File: src/rtl/branch_resolve_unit_pkg.sv
`default_nettype none
// ============================================================================
// Module      : branch_resolve_unit_pkg
// Description : Compare opcodes shared by the branch decoder and resolve unit.
// Revision    : 1.0 - initial release
// ============================================================================
package branch_resolve_unit_pkg;

    // Decoder default of 3'h7 lands on BU_NONE.
    localparam logic [2:0] BU_BEQ  = 3'd0;
    localparam logic [2:0] BU_BNE  = 3'd1;
    localparam logic [2:0] BU_BLT  = 3'd2;
    localparam logic [2:0] BU_BGE  = 3'd3;
    localparam logic [2:0] BU_BLTU = 3'd4;
    localparam logic [2:0] BU_BGEU = 3'd5;
    localparam logic [2:0] BU_RSVD = 3'd6;
    localparam logic [2:0] BU_NONE = 3'd7;

    function automatic logic bu_is_legal(input logic [2:0] op);
        return (op <= BU_BGEU);
    endfunction

endpackage : branch_resolve_unit_pkg
`default_nettype wire

File: src/rtl/branch_resolve_unit_cmp.sv
`default_nettype none
// ============================================================================
// Module      : bu_cmp
// Description : RV32I branch comparator (cmp_op, a, b -> taken).
// Revision    : 1.0 - initial release
// ============================================================================
module bu_cmp
    import branch_resolve_unit_pkg::*;
(
    input  logic [2:0]  i_cmp_op,
    input  logic [31:0] i_a,
    input  logic [31:0] i_b,
    output logic        o_taken
);

    logic w_eq;
    logic w_lt;
    logic w_ltu;

    assign w_eq  = (i_a == i_b);
    assign w_lt  = ($signed(i_a) < $signed(i_b));
    assign w_ltu = (i_a < i_b);

    always_comb begin
        o_taken = 1'b0;
        case (i_cmp_op)
            BU_BEQ:  o_taken = w_eq;
            BU_BNE:  o_taken = !w_eq;
            BU_BLT:  o_taken = w_lt;
            BU_BGE:  o_taken = !w_lt;
            BU_BLTU: o_taken = w_ltu;
            BU_BGEU: o_taken = !w_ltu;
            default: o_taken = 1'b0;
        endcase
    end

endmodule : bu_cmp
`default_nettype wire

File: src/rtl/branch_resolve_unit.sv
`default_nettype none
// ============================================================================
// Module      : branch_resolve_unit
// Description : Resolves one conditional branch at a time, redirects fetch and
//               squashes younger instructions; keeps wrap-around statistics.
// Revision    : 1.0 - initial release
// ============================================================================
module branch_resolve_unit
    import branch_resolve_unit_pkg::*;
#(
    parameter int FLUSH_CYCLES = 2,
    parameter int CNT_W        = 16
) (
    input  logic             clk,
    input  logic             rst,
    input  logic             i_valid,
    output logic             o_ready,
    input  logic [2:0]       i_cmp_op,
    input  logic [31:0]      i_rs1,
    input  logic [31:0]      i_rs2,
    input  logic [31:0]      i_pc,
    input  logic [31:0]      i_target,
    output logic             o_redirect_valid,
    input  logic             i_redirect_ready,
    output logic [31:0]      o_redirect_pc,
    output logic             o_flush,
    output logic             o_misalign,
    output logic             o_illegal,
    output logic [CNT_W-1:0] o_branch_cnt,
    output logic [CNT_W-1:0] o_taken_cnt
);

    localparam logic [1:0] c_idle     = 2'd0;
    localparam logic [1:0] c_eval     = 2'd1;
    localparam logic [1:0] c_redirect = 2'd2;
    localparam logic [1:0] c_flush    = 2'd3;

    localparam logic [3:0] c_flush_load = 4'(FLUSH_CYCLES);

    logic [1:0]       r_state;
    logic [1:0]       w_state_nxt;
    logic [2:0]       r_cmp_op;
    logic [31:0]      r_rs1;
    logic [31:0]      r_rs2;
    logic [31:0]      r_pc;
    logic [31:0]      r_target;
    logic [31:0]      r_redirect_pc;
    logic [3:0]       r_flush_cnt;
    logic [CNT_W-1:0] r_branch_cnt;
    logic [CNT_W-1:0] r_taken_cnt;

    logic w_taken;
    logic w_legal;
    logic w_aligned;
    logic w_accept;
    logic w_resolve;
    logic w_load_redirect;
    logic w_handshake;
    logic w_illegal;
    logic w_misalign;

    // The branch PC is captured with the request but not consumed on the resolve path.
    logic w_unused_pc;
    assign w_unused_pc = ^r_pc;

    bu_cmp u_cmp (
        .i_cmp_op (r_cmp_op),
        .i_a      (r_rs1),
        .i_b      (r_rs2),
        .o_taken  (w_taken)
    );

    assign w_legal         = bu_is_legal(r_cmp_op);
    assign w_aligned       = (r_target[1:0] == 2'b00);
    assign w_accept        = (r_state == c_idle) && i_valid;
    assign w_resolve       = (r_state == c_eval) && w_legal;
    assign w_load_redirect = w_resolve && w_taken && w_aligned;
    assign w_handshake     = (r_state == c_redirect) && i_redirect_ready;

    always_comb begin
        w_state_nxt = r_state;
        w_illegal   = 1'b0;
        w_misalign  = 1'b0;
        case (r_state)
            c_idle: begin
                if (i_valid) w_state_nxt = c_eval;
            end
            c_eval: begin
                w_state_nxt = c_idle;
                if (!w_legal) begin
                    w_illegal = 1'b1;
                end else if (w_taken && !w_aligned) begin
                    w_misalign = 1'b1;
                end else if (w_taken) begin
                    w_state_nxt = c_redirect;
                end
            end
            c_redirect: begin
                if (i_redirect_ready) begin
                    w_state_nxt = (FLUSH_CYCLES == 0) ? c_idle : c_flush;
                end
            end
            c_flush: begin
                if (r_flush_cnt <= 4'd1) w_state_nxt = c_idle;
            end
            default: w_state_nxt = c_idle;
        endcase
    end

    always_ff @(posedge clk) begin
        if (rst) begin
            r_state       <= c_idle;
            r_cmp_op      <= BU_NONE;
            r_rs1         <= '0;
            r_rs2         <= '0;
            r_pc          <= '0;
            r_target      <= '0;
            r_redirect_pc <= '0;
            r_flush_cnt   <= '0;
            r_branch_cnt  <= '0;
            r_taken_cnt   <= '0;
        end else begin
            r_state <= w_state_nxt;
            if (w_accept) begin
                r_cmp_op <= i_cmp_op;
                r_rs1    <= i_rs1;
                r_rs2    <= i_rs2;
                r_pc     <= i_pc;
                r_target <= i_target;
            end
            if (w_resolve) r_branch_cnt <= r_branch_cnt + CNT_W'(1);
            if (w_load_redirect) r_redirect_pc <= r_target;
            if (w_handshake) begin
                r_taken_cnt <= r_taken_cnt + CNT_W'(1);
                r_flush_cnt <= c_flush_load;
            end else if (r_state == c_flush) begin
                r_flush_cnt <= r_flush_cnt - 4'd1;
            end
        end
    end

    assign o_ready          = (r_state == c_idle);
    assign o_redirect_valid = (r_state == c_redirect);
    assign o_redirect_pc    = r_redirect_pc;
    assign o_flush          = (r_state == c_flush);
    assign o_misalign       = w_misalign;
    assign o_illegal        = w_illegal;
    assign o_branch_cnt     = r_branch_cnt;
    assign o_taken_cnt      = r_taken_cnt;

endmodule : branch_resolve_unit
`default_nettype wire
File: config.mk
export PLATFORM = sky130hd
export DESIGN_NAME = branch_resolve_unit
export DESIGN_NICKNAME = d
export VERILOG_FILES = /design/src/rtl/branch_resolve_unit_pkg.sv /design/src/rtl/branch_resolve_unit_cmp.sv /design/src/rtl/branch_resolve_unit.sv
export SDC_FILE = /design/constraint.sdc
export NUM_CORES = 1
export LEC_CHECK = 0
export BUFFER_PORTS_ARGS = -buffer_cell sky130_fd_sc_hd__clkbuf_2
export CAP_MARGIN = 30
export CELL_PAD_IN_SITES_DETAIL_PLACEMENT = 1
export CELL_PAD_IN_SITES_GLOBAL_PLACEMENT = 1
export CORE_MARGIN = 2
export CORE_UTILIZATION = 41
export CTS_CLUSTER_DIAMETER = 200
export DETAILED_ROUTE_END_ITERATION = 8
export GPL_ROUTABILITY_DRIVEN = 1
export PLACE_DENSITY = 0.83
export SKIP_LAST_GASP = 1
export SLEW_MARGIN = 20
export SYNTH_ARGS = -nofsm -noshare
export SYNTH_HDL_FRONTEND = slang
export SYNTH_SLANG_ARGS = --single-unit
File: constraint.sdc
create_clock -name clk -period 7.14 [get_ports clk]
set_input_delay 1.071 -clock clk [delete_from_list [all_inputs] [get_ports clk]]
set_output_delay 1.071 -clock clk [all_outputs]
set_load 0.005 [all_outputs]
==> results.toml, run 1 <==
[setup_path]
crit_path_max_incr_delay_ns = 0.45
cp_max_fo = 3
worstSetupStartpointType = "register"
crit_chain = "inv_1 -> ha_1 -> nand4_1 -> nor4_2 -> nand3_1 -> mux2_2 -> a2111oi_4 -> nor3_1 -> clkbuf_2"
arrival_ns = 3.07
critical_path.endpoint_type = "output pin"
setup.worst_path.class = "register to output pin"
timing.reg2reg.setup_slack_ns = 4.00
r2r_cells = 10
worst_r2r_startpoint = "r_rs2[23]"
worst_ep_required_time_ns = 6.07
critical-path-slowest-cell = "sky130_fd_sc_hd__nor4_2"

[clock_network]
clkTransAtPathRegs_ns = 0.07
tritoncts = "built"
clock_tree_sinks = 169
cts_repair_resizes = 0
post_cts_hold_buffer_count = 0
clock_buffers_created_by_tritoncts = 17
post_cts_buffers = 0
clock_latency_ns = 0.43
cts-root-buf = "sky130_fd_sc_hd__clkbuf_16"
cts-root-to-sink-buffers = 2
cts-htree-levels = 4

[routing]
drtPass1Iterations = 4
dr.first_iter.drc_count = 222
antenna_violating_nets_post_route = 0
wire_per_inst_um = 14.64
via_per_inst = 4.991
remaining_drc_errors = 0
vias_after_detailed_routing = 6348
routed_wl_mm = 18.62

[synth]
synthArstFlopShare = 0
syn-mean-instance-area_um2 = 8.333
synth_top_cells_by_area = "sky130_fd_sc_hd__dfxtp_1, sky130_fd_sc_hd__nand2_1, sky130_fd_sc_hd__a21oi_1"
post_synth_edffs = 0
synth.yosys.seq_area_share = 0.4582
synthesis.nets = 1057
yosysUniqueCellTypes = 42
synthCells = 886
synth.cell_area_um2 = 7383
netlist.area_leader.share = 0.4582
yosys_warnings = 0
ys_seq_elements = 169
netlist.top_cell.by_area = "sky130_fd_sc_hd__dfxtp_1"
top_reg_cell_synth = "sky130_fd_sc_hd__dfxtp_1"

[timing]
report.final.setup_viol = 0
fin_setup_tns_ns = 0
final_max_slew_viol_count = 0
final_worst_clock_skew_ns = 0.01133
max_slew.worst_pin.slew_ns = 0.8827
setup_repair_after_global_routing_missed_its_margin = "false"
fin_crit_ns = 4.140
whs_ns = 0.4547
number_of_hold_violations_in_the_final_report = 0
slew-limit-headroom = 0.4115
timing.final.crit_share = 0.5799
achievable-frequency_ghz = 0.2415

[power]
final_power_mw = 2.790
power.density_nw_per_um2 = 310.4
total_leakage_power_nw = 3.781
vdd_ir_drop_max_uv = 165.8

[finish]
final_net_count = 1200
area.growth.synth_to_final_pct = 21.76
final_cell_area_um2 = 8990
drive_above_1_share = 0.2111
final_core_util = 0.5039

[die]
die-height_um = 138.2
core_um2 = 17840
floorplan.die_area_um2 = 19100
rows = 49
boundaryPins = 204
dieWidth_um = 138.2
initial_core_util = 0.4138

[hold_path]
hold-path-endpoint = "r_rs2[7]"
min_from = "r_rs2[7]"
whs_path_depth = 2
holdCritPathClass = "register to register"

[placed_design]
hpwl_mm = 12.56
placed_cell_area_um2 = 8383
global_placement_routability_congestion = 0.7597
place.port_buffers = 171

[grt]
grt_antenna_before_repair = 1
wire_length_of_the_first_global_routing_pass_mm = 31.40
grt_util_all_layers = 0.1985
globalRouteOverflowTotal = 0
grt_pass1_vias = 6538
grt_max_degree = 104

[run]
max_cap_violations = 0

[run_status]
status = "complete, no violations"
==> layout make-up <==
class / count / area (um^2)
inverter: 39 / 146.4
sequential: 169 / 3383
fill: 2213 / 8851
tap: 229 / 286.5
multi-input combinational: 626 / 3646
clock inverter: 15 / 151.4
timing repair buffer: 176 / 948.4
clock buffer: 17 / 425.4
antenna: 1 / 2.502
==> layout by cell type (no fill, tap or decap), drive strengths merged, types with 8 or more instances in the layout <==
cell type / netlist / layout
mux2i: 34 / 34
nand2: 223 / 223
o21ai: 12 / 12
nand4: 13 / 13
a21oi: 116 / 116
ha: 36 / 36
dfxtp: 169 / 169
inv: 39 / 49
nand2b: 62 / 62
xor2: 16 / 16
nand3: 11 / 11
nor3: 8 / 8
xnor2: 10 / 10
nor2: 35 / 35
clkbuf: 48 / 187
==> cells in the mapped netlist (3+ instances only) <==
library cell               instances
sky130_fd_sc_hd__nand2_1         223
sky130_fd_sc_hd__dfxtp_1         169
sky130_fd_sc_hd__a21oi_1         114
sky130_fd_sc_hd__nand2b_1         61
sky130_fd_sc_hd__clkbuf_1         48
sky130_fd_sc_hd__inv_1            39
sky130_fd_sc_hd__ha_1             36
sky130_fd_sc_hd__nor2_1           35
sky130_fd_sc_hd__mux2i_1          34
sky130_fd_sc_hd__xor2_1           16
sky130_fd_sc_hd__nand4_1          13
sky130_fd_sc_hd__o21ai_0          12
sky130_fd_sc_hd__nand3_1          11
sky130_fd_sc_hd__xnor2_1          10
sky130_fd_sc_hd__nor3_1            8
sky130_fd_sc_hd__or3_1             7
sky130_fd_sc_hd__and3_1            5
sky130_fd_sc_hd__and4_1            5
sky130_fd_sc_hd__and2_1            4
sky130_fd_sc_hd__a21o_1            3
sky130_fd_sc_hd__buf_6             3
sky130_fd_sc_hd__nand3b_1          3
sky130_fd_sc_hd__nor2b_1           3
==> metal layers <==
metal | GRT usage | share of wire
met1 | 0.2308 | 0.44
met2 | 0.3619 | 0.50
met3 | 0.04538 | 0.045
met4 | 0.06230 | 0.016
met5 | 0 | 0
==> worst max path at each step <==
stage | start | endpoint | slack (ns) | cells after the start
6_report | r_rs2[23] | o_misalign | 3.00 | 9
5_1_grt | r_rs2[23] | o_misalign | 2.79 | 9
4_1_cts | r_rs2[23] | o_misalign | 2.94 | 9
3_5_place_dp | r_rs2[31] | o_misalign | 3.47 | 9
3_3_place_gp | r_rs2[31] | o_misalign | 3.47 | 9
2_1_floorplan | r_rs2[31] | o_misalign | 4.05 | 8
==> stage by stage <==
step	cells	worst slack, ns
floorplan	886	4.047
global placement	1236	3.466
detailed placement	1238	3.467
CTS	1270	2.942
global route	1271	2.787
finish	1272	3.000
==> power breakdown <==
part           internal (mW)  total, mW  switching [mW]
sequential              1.06       1.13          0.0709
combinational          0.309      0.757           0.448
clock                  0.468      0.906           0.438
==> worst max-delay path, delay by kind of cell (launching register included) <==
kind,cells,cell delay (ns)
AND/OR/NAND/NOR,4,1.01
AO/OA/AOI/OAI,1,0.43
multiplexers,1,0.36
flip-flops,1,0.33
adder cells (fa/ha/maj),1,0.32
buffers and inverters,2,0.18
==> flip-flops by register name, indices dropped and copies added (netlist names), 3 cells and up, named ones only <==
signal	cells
o_redirect_pc	32
r_rs1	32
r_rs2	32
r_target	32
o_branch_cnt	16
o_taken_cnt	16
r_flush_cnt	4
r_cmp_op	3
==> cells by family after synthesis <==
family / count (synthesis) / share of synthesized area
AO/OA/AOI/OAI: 142 / 0.1078
flip-flops: 169 / 0.4582
AND/OR/NAND/NOR: 387 / 0.2452
multiplexers: 35 / 0.04762
XOR/XNOR: 26 / 0.03084
buffers and inverters: 91 / 0.04931
adder cells (fa/ha/maj): 36 / 0.06101
(Power assumes the default switching activity.)
==> run 2: changes to the inputs <==
- CORE_UTILIZATION: 41 -> 38
- PLACE_DENSITY: 0.83 -> 0.77
- clock period: 7.14 -> 3.9 ns (I/O delays scaled with it)
==> results.toml, run 2 (synthesis results as in run 1) <==
[run_status]
status = "complete, no violations"

[setup_path]
arrival_ns = 3.02
r2r_cells = 10
crit_path_max_incr_delay_ns = 0.42
worst-path-stages = 9
worstSetupStartpointType = "register"
timing.reg2reg.setup_slack_ns = 0.81
path_buf_inv = 2
cp_max_fo = 4
worst_ep_required_time_ns = 3.31
crit_chain = "inv_1 -> ha_1 -> nand4_1 -> nor4_2 -> nand3_1 -> mux2_2 -> a2111oi_4 -> nor3_1 -> clkbuf_2"
path_delay_family = "simple AND/OR/NAND/NOR gates"
critical_path.endpoint_type = "output pin"
setup.worst_path.class = "register to output pin"
critical-path-slowest-cell = "sky130_fd_sc_hd__nor4_2"
worst_r2r_startpoint = "r_rs2[31]"

[timing]
final_worst_clock_skew_ns = 0.01263
fin_setup_tns_ns = 0
slew-limit-headroom = 0.5870
achievable-frequency_ghz = 0.2774
timing.final.crit_share = 0.9242
number_of_hold_violations_in_the_final_report = 0
final_max_slew_viol_count = 0
setup_repair_after_global_routing_missed_its_margin = "false"
whs_ns = 0.3633
max_slew.worst_pin.slew_ns = 0.6195
report.final.setup_viol = 0
fin_crit_ns = 3.604

[power]
vdd_ir_drop_max_uv = 403.2
power.share.sequential = 0.388
total_leakage_power_nw = 3.831
switching_share = 0.3203
p_int_mw = 3.617
comb_power_share = 0.262
power.switching_mw = 1.704
power.density_nw_per_um2 = 583.6
p_clk_frac = 0.350
final_power_mw = 5.322

[routing]
dr.first_iter.drc_count = 263
antenna_violating_nets_post_route = 0
vias_after_detailed_routing = 6309
routed_wl_mm = 18.45
wire_per_inst_um = 14.16
remaining_drc_errors = 0
drtPass1Iterations = 4
via_per_inst = 4.842

[die]
floorplan.die_area_um2 = 20560
initial_core_util = 0.3908
boundaryPins = 204
dieWidth_um = 143.4
rows = 50
die-height_um = 143.4
core_um2 = 18890

[clock_network]
clock_buffers_created_by_tritoncts = 17
post_cts_buffers = 0
cts-root-to-sink-buffers = 2
tritoncts = "built"
cts-root-buf = "sky130_fd_sc_hd__clkbuf_16"
cts-htree-levels = 4
clock_tree_sinks = 169
post_cts_hold_buffer_count = 0
clock_latency_ns = 0.43
cts_repair_resizes = 0
clkTransAtPathRegs_ns = 0.07

[hold_path]
holdCritPathClass = "input pin to register"
min_from = "i_target[16]"
hold-path-endpoint = "r_target[16]"
whs_path_depth = 3

[grt]
grt_pass1_vias = 6381
grt_max_degree = 150
grt_util_all_layers = 0.1865
wire_length_of_the_first_global_routing_pass_mm = 30.64
globalRouteOverflowTotal = 0
grt_antenna_before_repair = 0

[finish]
layout.cells.most_common = "sky130_fd_sc_hd__nand2_1"
most-common-layout-cells = "sky130_fd_sc_hd__nand2_1, sky130_fd_sc_hd__clkbuf_2, sky130_fd_sc_hd__dfxtp_1"
final_net_count = 1201
area.growth.synth_to_final_pct = 23.50
drive_above_1_share = 0.2119
n_antenna_cell = 0

[run]
max_cap_violations = 0

[placed_design]
hpwl_mm = 12.48
global_placement_routability_congestion = 0.7530
place.port_buffers = 171
## run 2: cell count changes in the layout (fill, tap and decap cells not counted), moves of 2 or more
cell	delta
sky130_fd_sc_hd__clkinv_4	+2
sky130_fd_sc_hd__inv_6	-2
sky130_fd_sc_hd__clkinvlp_4	-2
sky130_fd_sc_hd__inv_8	-3
sky130_fd_sc_hd__bufinv_16	+4
## run 2: power by group through the flow
stage | clock network (mW) | registers, mW | logic (mW)
floorplan | 0 | 2.07 | 1.03
global placement | 0 | 2.09 | 1.33
detailed placement | 0 | 2.10 | 1.40
CTS | 1.92 | 2.07 | 1.42
global route | 1.99 | 2.09 | 1.59
finish | 1.86 | 2.07 | 1.39
## run 2: worst max path at each step
stage                    from                end  slack, ns
floorplan           r_rs2[14]  o_redirect_pc[16]       1.26
global placement    r_rs2[23]         o_misalign       0.81
detailed placement  r_rs2[31]         o_misalign       0.76
CTS                 r_rs2[31]         o_misalign       0.26
global route        r_rs2[31]         o_misalign       0.02
finish              r_rs2[31]         o_misalign       0.30
## run 2: metrics by stage
stage	cell area, um^2	instances	setup WS, ns	util
floorplan	7383	886	1.265	-
finish	9119	1303	0.2957	0.4826
global route	9119	1303	0.01655	0.4826
global placement	8386	1268	0.8120	0.4438
CTS	9091	1302	0.2551	0.4812
detailed placement	8441	1270	0.7604	0.4468
## run 2: tightest hold or removal path, stage by stage
cell and delay [ns]:
sky130_fd_sc_hd__clkbuf_2 0.08, sky130_fd_sc_hd__nand2_1 0.04, sky130_fd_sc_hd__a21oi_1 0.05
## run 2: area by class of cell
cell class / instances / area (um^2)
Fill cell: 2339 / 9774
Timing Repair Buffer: 177 / 967.2
Inverter: 39 / 146.4
Tap cell: 260 / 325.3
Multi-Input combinational cell: 626 / 3646
Clock inverter: 14 / 211.5
Clock buffer: 18 / 439.2
Sequential cell: 169 / 3383
## run 2: per-layer routing
layer | track usage | vias to the layer above | routed length, um
met5 | 0 | - | 0
met4 | 0.06347 | 0 | 253
met3 | 0.05132 | 20 | 951
met2 | 0.3206 | 125 | 8907
met1 | 0.2246 | 2963 | 8341
li1 | - | 3201 | -
==> run 3: changes to the inputs <==
- CORE_UTILIZATION: 38 -> 39
- CTS_BUF_LIST: default -> sky130_fd_sc_hd__clkbuf_2 sky130_fd_sc_hd__clkbuf_4 sky130_fd_sc_hd__clkbuf_8
- PLACE_DENSITY: 0.77 -> 0.79
==> results.toml, run 3 (synthesis results as in run 1) <==
[run_status]
status = "complete, no violations"

[timing]
achievable-frequency_ghz = 0.2776
timing.final.crit_share = 0.9236
slew-limit-headroom = 0.4089
final_max_slew_viol_count = 0
report.final.setup_viol = 0
fin_crit_ns = 3.602
final_worst_clock_skew_ns = 0.01137
max_slew.worst_pin.slew_ns = 0.8866
setup_repair_after_global_routing_missed_its_margin = "false"
whs_ns = 0.3346
fin_setup_tns_ns = 0
number_of_hold_violations_in_the_final_report = 0

[setup_path]
critical_path.endpoint_type = "output pin"
worst_ep_required_time_ns = 3.31
arrival_ns = 3.02
cp_max_fo = 4
setup.worst_path.class = "register to output pin"
crit_path_max_incr_delay_ns = 0.41
critical-path-slowest-cell = "sky130_fd_sc_hd__a2111oi_4"
worstSetupStartpointType = "register"
crit_chain = "inv_1 -> ha_1 -> nand4_1 -> nor4_4 -> nand3_1 -> mux2_2 -> a2111oi_4 -> nor3_1 -> clkbuf_2"

[die]
floorplan.die_area_um2 = 20050
core_um2 = 18640
initial_core_util = 0.3960
rows = 50
boundaryPins = 204
dieWidth_um = 141.6
die-height_um = 141.6

[power]
p_int_mw = 3.149
comb_power_share = 0.287
power.switching_mw = 1.621
vdd_ir_drop_max_uv = 254.5
power.density_nw_per_um2 = 539.6
switching_share = 0.3398
p_clk_frac = 0.281
power.share.sequential = 0.432
final_power_mw = 4.770
total_leakage_power_nw = 3.713

[hold_path]
holdCritPathClass = "input pin to register"

[clock_network]
cts-root-buf = "sky130_fd_sc_hd__clkbuf_8"
clock_tree_sinks = 169
post_cts_buffers = 0
clock_latency_ns = 0.46
tritoncts = "built"
post_cts_hold_buffer_count = 0
cts-root-to-sink-buffers = 2
clkTransAtPathRegs_ns = 0.10
clock_buffers_created_by_tritoncts = 17
cts-htree-levels = 4

[routing]
remaining_drc_errors = 0
wire_per_inst_um = 14.08
via_per_inst = 4.963
vias_after_detailed_routing = 6352
routed_wl_mm = 18.03
dr.first_iter.drc_count = 181
antenna_violating_nets_post_route = 0
drtPass1Iterations = 5

[grt]
grt_util_all_layers = 0.1840
met2_use_gr = 0.3214
grt_pass1_vias = 6416
wire_length_of_the_first_global_routing_pass_mm = 29.92
grt_max_degree = 87
grt_antenna_before_repair = 2
met3_usage = 0.04084
top_usage_layer = "met2"
globalRouteOverflowTotal = 0
use_met1 = 0.2186

[placed_design]
place.port_buffers = 171
placed_cells_incl_taps = 1246
global_placement_routability_congestion = 0.7384
hpwl_mm = 12.59

[finish]
drive_above_1_share = 0.2126
layout.cells.most_common = "sky130_fd_sc_hd__nand2_1"
area.growth.synth_to_final_pct = 19.73
layout.cells.non_filler = 1280
most-common-layout-cells = "sky130_fd_sc_hd__nand2_1, sky130_fd_sc_hd__clkbuf_2, sky130_fd_sc_hd__dfxtp_1"
final_net_count = 1202
final_core_util = 0.4742

[run]
max_cap_violations = 0
[run 3: critical path, delay by kind of cell (launching register included)]
kind	cells	cell delay, ns
AOI/OAI and AO/OA	1	0.41
DFF	1	0.34
adders and majority gates	1	0.34
and+or+nand+nor	4	0.94
muxes	1	0.35
buffers and inverters	2	0.18
[run 3: path summary, 6_finish.rpt]
kind | start | endpoint | slack [ns] | depth (start not counted)
min reg2reg | r_rs2[28] | r_rs2[28] | 0.46 | 2
min | i_target[23] | r_target[23] | 0.33 | 3
max | r_rs2[31] | o_misalign | 0.30 | 9
max reg2reg | r_rs2[23] | o_redirect_pc[29] | 0.83 | 10
[run 3: repair_timing]
action,in CTS,in global routing
setup endpoints to repair,0,1
hold endpoints to repair,0,0
resized for setup,0,1
[run 3: area by class of cell]
| class | instances | area, um^2 |
|---|---|---|
| fill | 2312 | 9803 |
| multi-input combinational | 626 | 3655 |
| sequential | 169 | 3383 |
| timing repair buffer | 178 | 934.6 |
| tap | 234 | 292.8 |
| clock buffer | 19 | 255.2 |
| clock inverter | 13 | 167.7 |
| inverter | 39 | 146.4 |
| antenna | 2 | 5.005 |
[run 3: through the flow]
stage	instance area (um^2)	setup WS, ns
6_report	8840	0.2979
5_1_grt	8840	0.06953
4_1_cts	8826	0.2012
3_5_place_dp	8403	0.7446
3_3_place_gp	8376	0.7732
2_1_floorplan	7383	1.265
[run 3: per-layer routing]
metal	share of wire	wire length, um	vias to the layer above
met5	0	0	-
met4	0.026	477	0
met3	0.041	746	36
met2	0.49	8792	123
met1	0.44	8009	2984
li1	-	-	3209
[run 3: power by group through the flow]
stage | Clock, mW | Sequential [mW] | Combinational, mW
global placement | 0 | 2.09 | 1.34
floorplan | 0 | 2.07 | 1.03
global route | 1.47 | 2.09 | 1.56
CTS | 1.39 | 2.06 | 1.39
detailed placement | 0 | 2.10 | 1.38
finish | 1.34 | 2.06 | 1.37
